[config.mk]
export PLATFORM = sky130hd
export DESIGN_NAME = load_store_unit
export DESIGN_NICKNAME = d
export VERILOG_FILES = /design/src/rtl/lsu_pkg.sv /design/src/rtl/lsu_align.sv /design/src/rtl/load_store_unit.sv
export SDC_FILE = /design/constraint.sdc
export NUM_CORES = 1
export LEC_CHECK = 0
export CAP_MARGIN = 20
export CORE_MARGIN = 2
export CORE_UTILIZATION = 46
export CTS_CLUSTER_DIAMETER = 30
export DETAILED_ROUTE_END_ITERATION = 10
export PLACE_DENSITY = 0.85
export REMOVE_ABC_BUFFERS = 1
export SLEW_MARGIN = 10
export SYNTH_ARGS = -nofsm -noshare
export SYNTH_HDL_FRONTEND = slang
export SYNTH_SLANG_ARGS = --single-unit
[constraint.sdc]
create_clock -name clock -period 2.8 [get_ports clock]
set_input_delay 0.84 -clock clock [delete_from_list [all_inputs] [get_ports clock]]
set_output_delay 0.84 -clock clock [all_outputs]
set_load 0.05 [all_outputs]
[src/rtl/lsu_pkg.sv]
// Shared types and helpers for the load/store unit: size codes, FSM states,
// byte-lane mask and alignment check.
package lsu_pkg;

  localparam int unsigned INDEX_BITS_DEF = 8;
  localparam int unsigned DATA_W         = 64;

  typedef enum logic [1:0] {
    SIZE_B = 2'b00,
    SIZE_H = 2'b01,
    SIZE_W = 2'b10,
    SIZE_D = 2'b11
  } size_e;

  typedef enum logic [1:0] {
    IDLE  = 2'b00,
    READ  = 2'b01,
    WRITE = 2'b10,
    RESP  = 2'b11
  } state_e;

  // Byte lanes of a doubleword touched by an access of this size at this offset
  function automatic logic [7:0] byte_mask(size_e size, logic [2:0] offset);
    logic [7:0] base;
    case (size)
      SIZE_B:  base = 8'h01;
      SIZE_H:  base = 8'h03;
      SIZE_W:  base = 8'h0F;
      default: base = 8'hFF;
    endcase
    return base << offset;
  endfunction

  function automatic logic misaligned(size_e size, logic [2:0] offset);
    case (size)
      SIZE_B:  return 1'b0;
      SIZE_H:  return offset[0];
      SIZE_W:  return |offset[1:0];
      default: return |offset;
    endcase
  endfunction

endpackage

[src/rtl/lsu_align.sv]
// Combinational lane logic: extracts/extends load data and merges store data
// into the doubleword read back from memory.
module lsu_align
  import lsu_pkg::*;
(
  input  size_e              size_i,
  input  logic               signed_i,
  input  logic [2:0]         offset_i,
  input  logic [DATA_W-1:0]  rdata_i,
  input  logic [DATA_W-1:0]  wdata_i,
  output logic [DATA_W-1:0]  load_data_c,
  output logic [DATA_W-1:0]  merged_c
);

  logic [DATA_W-1:0] lane;
  logic [DATA_W-1:0] wshift;
  logic [DATA_W-1:0] bit_mask;
  logic [7:0]        bmask;

  always_comb begin
    lane        = rdata_i >> {offset_i, 3'b000};
    wshift      = wdata_i << {offset_i, 3'b000};
    bmask       = byte_mask(size_i, offset_i);
    bit_mask    = '0;
    load_data_c = lane;
    for (int i = 0; i < 8; i++) begin
      bit_mask[i*8 +: 8] = {8{bmask[i]}};
    end
    merged_c = (rdata_i & ~bit_mask) | (wshift & bit_mask);
    case (size_i)
      SIZE_B:  load_data_c = {{56{signed_i & lane[7]}},  lane[7:0]};
      SIZE_H:  load_data_c = {{48{signed_i & lane[15]}}, lane[15:0]};
      SIZE_W:  load_data_c = {{32{signed_i & lane[31]}}, lane[31:0]};
      default: load_data_c = lane;
    endcase
  end

endmodule

[src/rtl/load_store_unit.sv]
// Load/store controller for the 64-bit data memory: handshake with the core,
// alignment checking, read-modify-write for narrow stores, extended loads.
module load_store_unit
  import lsu_pkg::*;
#(
  parameter int unsigned ADDR_WIDTH = 64,
  parameter int unsigned INDEX_BITS = INDEX_BITS_DEF
) (
  input  logic                  clock,
  input  logic                  reset_n,
  input  logic                  req_valid,
  output logic                  req_ready,
  input  logic                  req_write,
  input  logic [1:0]            req_size,
  input  logic                  req_signed,
  input  logic [ADDR_WIDTH-1:0] req_addr,
  input  logic [DATA_W-1:0]     req_wdata,
  output logic                  resp_valid,
  output logic [DATA_W-1:0]     resp_rdata,
  output logic                  resp_misaligned,
  output logic                  mem_read,
  output logic                  mem_write,
  output logic [ADDR_WIDTH-1:0] mem_address,
  output logic [DATA_W-1:0]     mem_write_data,
  input  logic [DATA_W-1:0]     mem_read_data
);

  localparam int unsigned AW_USED = INDEX_BITS + 3;
  localparam int unsigned MA_W    = INDEX_BITS + 2;

  state_e              state_q, state_d;
  logic                write_q, signed_q, mis_q;
  size_e               size_q;
  logic [AW_USED-1:0]  addr_q;
  logic [DATA_W-1:0]   merged_q, rdata_q;

  size_e               req_size_e;
  logic                req_fault;
  logic                accept;
  logic [DATA_W-1:0]   load_data_c, merged_c;
  logic                unused_addr_hi;

  assign req_size_e     = size_e'(req_size);
  assign req_fault      = misaligned(req_size_e, req_addr[2:0]);
  assign accept         = req_valid && (state_q == IDLE);
  assign unused_addr_hi = ^req_addr[ADDR_WIDTH-1:AW_USED];

  lsu_align u_align (
    .size_i      (size_q),
    .signed_i    (signed_q),
    .offset_i    (addr_q[2:0]),
    .rdata_i     (mem_read_data),
    .wdata_i     (merged_q),
    .load_data_c (load_data_c),
    .merged_c    (merged_c)
  );

  always_ff @(posedge clock or negedge reset_n) begin
    if (!reset_n) state_q <= IDLE;
    else          state_q <= state_d;
  end

  // Strobes are pure state decodes so reset removes mem_write asynchronously
  always_comb begin
    state_d    = state_q;
    req_ready  = 1'b0;
    resp_valid = 1'b0;
    mem_read   = 1'b0;
    mem_write  = 1'b0;
    case (state_q)
      IDLE: begin
        req_ready = 1'b1;
        if (req_valid) begin
          if (req_fault)                             state_d = RESP;
          else if (req_write && req_size_e == SIZE_D) state_d = WRITE;
          else                                       state_d = READ;
        end
      end
      READ: begin
        mem_read = 1'b1;
        state_d  = write_q ? WRITE : RESP;
      end
      WRITE: begin
        mem_write = 1'b1;
        state_d   = RESP;
      end
      RESP: begin
        resp_valid = 1'b1;
        state_d    = IDLE;
      end
      default: state_d = IDLE;
    endcase
  end

  // merged_q holds the raw store data until READ replaces it with the merged doubleword
  always_ff @(posedge clock or negedge reset_n) begin
    if (!reset_n) begin
      write_q  <= 1'b0;
      signed_q <= 1'b0;
      mis_q    <= 1'b0;
      size_q   <= SIZE_B;
      addr_q   <= '0;
      merged_q <= '0;
      rdata_q  <= '0;
    end else if (accept) begin
      write_q  <= req_write;
      signed_q <= req_signed;
      mis_q    <= req_fault;
      size_q   <= req_size_e;
      addr_q   <= req_addr[AW_USED-1:0];
      merged_q <= req_wdata;
      rdata_q  <= '0;
    end else if (state_q == READ) begin
      if (write_q) merged_q <= merged_c;
      else         rdata_q  <= load_data_c;
    end
  end

  assign mem_address     = ADDR_WIDTH'({addr_q[AW_USED-1:3], 2'b00});
  assign mem_write_data  = mem_write ? merged_q : '0;
  assign resp_rdata      = rdata_q;
  assign resp_misaligned = resp_valid & mis_q;

  logic unused_width_chk;
  assign unused_width_chk = (MA_W <= ADDR_WIDTH);

endmodule

After elaboration in Yosys (flattened, before gate mapping)
Cells that the tools add are included.

Flip-flop bits (word level): 146. Input port bits: 199. Logic and storage cells: 59.

Eq/ne operators: 10. Reduce and logical (&&, ||, !) cells: 11. Multiplexer cells: 19. Shift operators: 3. Bitwise operators: 8.

Operators by type and width (number): 64-bit two-way mux (7); 64-bit case mux with 3 select lines (1); 64-bit AND (2); 64-bit inverter (1); 64-bit bitwise OR (1); 64-bit by 6-bit << shifter with 64-bit output (1); 64-bit by 6-bit right shift with 64-bit output (1); 8-bit case mux with 3 select lines (1); 2-bit == test, second input constant (5); 2-bit case mux with 4 select lines (1); 8-bit by 3-bit << shifter with 8-bit output (1); 2-bit by 1-bit == test with 1-bit output, second input constant (3); 2-bit zero test (3); 2-bit two-way mux (3); 1-bit two-way mux (5); 1-bit AND (4); 2-bit AND reduction (2); 2-bit nonzero test (2); 1-bit case mux with 3 select lines (1); 3-bit OR reduction (1); 1-bit logical AND (2); 2-bit by 1-bit inequality test with 1-bit output, second input constant (1); 2-bit inequality test, second input constant (1); 2-bit OR reduction (1).

Longest topological paths before layout
Depth in word-level cells: 9. Gate-level depth with buffers: 10. Mapped depth without buffers: 7.

Cells and area by module
A second synthesis with hierarchy kept.

Cells, all modules: 1222. Area total of the unflattened synthesis: 11636.2 sq um.

By module, submodules not included: load_store_unit (area an instance 6979.2 sq um, times used 1, cells an instance 618); lsu_align (area an instance 4657.0 sq um, times used 1, cells an instance 604).

Least setup slack after synthesis
OpenSTA, ideal clock, no wires.

Path type: reg2out. Start: reg state_q[0]. End: out mem_write_data[10]. Arrival: 1894 ps. Cell stages (with the launch flop): 6. Slack: 66 ps. Data required time: 1960 ps. Path through: dfrtp_1 inv_1 ha_1 clkbuf_1 clkbuf_1 and2_1.

Cells in the longest elaborated chain, start to end: 3.

Ends and longest elaborated chain: start, declared (line load_store_unit.sv:31) `state_e state_q, state_d;`; start signal, assigned (line load_store_unit.sv:60) `else state_q <= state_d;`; 2-bit == test (line load_store_unit.sv:70) `case (state_q)`; 1-bit two-way mux (line load_store_unit.sv:70); net mem_write (line load_store_unit.sv:22) `output logic mem_write,`; 64-bit two-way mux (line load_store_unit.sv:120) `assign mem_write_data = mem_write ? merged_q : '0;`; end, declared (line load_store_unit.sv:24) `output logic [DATA_W-1:0] mem_write_data,`.

The timed path passes the listed nets, and every way through them passes these cells.

Worst setup path after layout
Start: reg state_q[0]. End: out mem_write_data[53].

Cells in the longest elaborated chain, start to end: 3.

Ends and longest elaborated chain (line): 2-bit == test (load_store_unit.sv:70); 1-bit two-way mux (load_store_unit.sv:70); 64-bit two-way mux (load_store_unit.sv:120).

No other way between the ends.

==> flow_metrics.tcl <==
set metrics [dict create \
    unrepaired_setup_endpoints_after_global_routing "true" \
    fin_util_pct 66.1 \
    gp_routability_congestion 0.961 \
    synth_edf_count 0 \
    initial_antenna_violation_count 2 \
    grt_pass1_vias 11500 \
    cp_data_arrival_time_ps 1870 \
    grt.overflow.total 0 \
    hold_class "in2async" \
    cts_hold_buf 0 \
    post_dp_cell_area_um2 15000 \
    regToRegStartpoint "addr_q[2]$_DFFE_PN0P_" \
    route.vias.total 11700 \
    setup.worst_path.start "state_q[0]$_DFFE_PN0P_" \
    synthesis.instances 1257 \
    layout.nets 1714 \
    maxcap_violations 0 \
    synth_seq_cells 146 \
    pin_count_of_the_biggest_net_entering_global_routing 62 \
    worst-path-max-fanout 34 \
    multi_input_area_um2 6610 \
    placeableCoreArea_um2 23600 \
    htree_levels 4 \
    r2r_end "merged_q[38]$_DFFE_PN0P_" \
    area_of_the_die_um2 25500 \
    tritoncts.num_buffers 17 \
    dieWidth_um 160 \
    grt_pass1_wl_mm 68.1 \
    postLayoutSetupSlackWorst_ps 92.6 \
    ys_warnings 0 \
    sequential_cell_area_um2 3660 \
    regToRegSetupSlack_ps 160 \
    firstDrtPassIters 7 \
    numClockSinks 146 \
    leakagePower_nw 6.54 \
    end_kind "output pin" \
    worstSkewPairLatency_ps 430 \
    ctsRootBufferMaster "clkbuf_16" \
    distinct_cell_type_count_after_synthesis 57 \
    ys.flop_type "dfrtp_1" \
    achievable-frequency_mhz 369 \
    fin_crit_ps 2710 \
    place.port_buffers 286 \
    worst_clock_skew_ps 8.41 \
    pre_cts_slack_ps -155 \
    synthMostInstantiatedCell "nand2_1" \
    drc_errors 0 \
    routedWlPerCell_um 24.4 \
    synth.top_cell.area_share_pct 32.7 \
    synth_area_per_cell_um2 8.88 \
    yosysTopAreaCell "dfrtp_1" \
    start_util_pct 47.2 \
    dp_hpwl_mm 31.7 \
    tritoncts "done" \
    detail-route-antenna-nets 0 \
    synth_commonest_cells "nand2_1, dfrtp_1, a21oi_1" \
    postSynth.asyncResetShare_pct 100 \
    timing.slew.headroom_pct 19.4 \
    setup_violations 0 \
    final.period_utilization_pct 96.7 \
    post-route-cell-area_um2 15600 \
    cts.path.max_buffers 2 \
    crit_type "reg2out" \
    ioPinCount 396 \
    ys_seq_area_share_pct 32.7 \
    worstMarginPinSlew_ps 1200 \
    final_max_slew_viol_count 0 \
    cell_rows 56 \
    flow.area_growth_from_synthesis_pct 40.0 \
    hold_viol 0 \
    powerDensity_nw_per_um2 1460 \
    layout-drive-gt1-share_pct 18.1 \
    status "completed" \
    synth_area_um2 11200 \
    drtIter0Drc 1337 \
    timing.reg2reg.worst_path_depth 6 \
    vdd_drop_max_v 0.000786 \
    required_ps 1960 \
    synth_top_cells_by_area "dfrtp_1, mux4_2, nand2_1" \
    grt_use_total_pct 34.6 \
    clk_pin_slew_worst_paths_ps 70 \
    number_of_fillers_in_the_final_layout 1880 \
    die_h_um 160 \
    critPathCapture "mem_write_data[53]" \
    detail_route.wirelength_mm 45.0 \
    critPathLaunchType "flip-flop" \
    viasPerCell 6.32 \
]
==> logic make-up after synthesis <==
kind of cell,count (synthesis),synth area share (%)
other cells,1,0.0336
flops,146,32.7
compound gates,420,25.8
buf+inv,199,10.1
mux,131,15.7
simple gates,356,15.2
fa+ha+maj,4,0.449
==> cell usage in the layout, fill, tap and decap left out, drive strengths merged, types with 33 or more instances in the layout <==
cell type and count:
clkdlybuf4s50 217, nand2 167, dfrtp 146, buf 144, a21oi 94, o21ai 92, and2 80, o211ai 72
conb 56, mux2i 54, mux2 47, nor2 47, a221o 33
==> worst max-delay path: stages (launching register included) <==
cell and delay [ps]:
dfrtp_1 420, inv_1 110, ha_2 180, buf_4 300, and2_1 250, buf_12 150
==> final cells by class <==
| class | count | share of cell area [%] |
|---|---|---|
| Sequential cell | 146 | 23.4 |
| Multi-Input combinational cell | 967 | 42.3 |
| Clock buffer | 17 | 2.72 |
| Tap cell | 319 | 2.56 |
| Antenna cell | 2 | 0.0320 |
| Timing Repair Buffer | 363 | 27.3 |
| Inverter | 16 | 0.385 |
| Clock inverter | 15 | 1.25 |
==> per-stage QoR <==
| step | power [mW] | TNS (ps) | instances | hold WS, ps |
|---|---|---|---|---|
| floorplan | 13.8 | -380240 | 1129 | 442 |
| global placement | 19.6 | -2340 | 1810 | 452 |
| detailed placement | 20.0 | -3220 | 1810 | 461 |
| CTS | 22.5 | 0 | 1842 | 366 |
| global route | 23.8 | -1.03 | 1845 | 382 |
| finish | 22.8 | 0 | 1845 | 357 |
==> timing repair <==
| action | 4_1_cts | 5_1_grt |
|---|---|---|
| endpoints found under the setup margin | 0 | 3 |
| buffers inserted | 0 | 0 |
| resized for setup | 0 | 2 |
==> how the worst min path moves through the flow <==
stage	to	depth (start not counted)	slack (ps)
detailed placement	addr_q[7]$_DFFE_PN0P_	2	460
global placement	mis_q$_DFFE_PN0P_	1	450
finish	addr_q[8]$_DFFE_PN0P_	1	360
CTS	addr_q[8]$_DFFE_PN0P_	1	370
global route	addr_q[8]$_DFFE_PN0P_	1	380
floorplan	mis_q$_DFFE_PN0P_	1	440
==> power by group <==
group          leakage, nW  internal, mW  switching (mW)  total, mW
clock                0.291          1.43            1.05       2.49
combinational         4.44          6.41            9.56       16.0
sequential            1.81          3.14            1.19       4.33
total                 6.54          11.0            11.8       22.8
==> layer usage <==
metal / global-route usage (%) / up-vias / wire length (um)
met3: 9.87 / 200 / 5400
met4: 20.2 / 0 / 2940
met5: 0 / - / 0
li1: - / 5016 / -
met2: 54.0 / 894 / 20200
met1: 42.7 / 5550 / 16400
No activity file was read; power rests on OpenSTA's default activity.
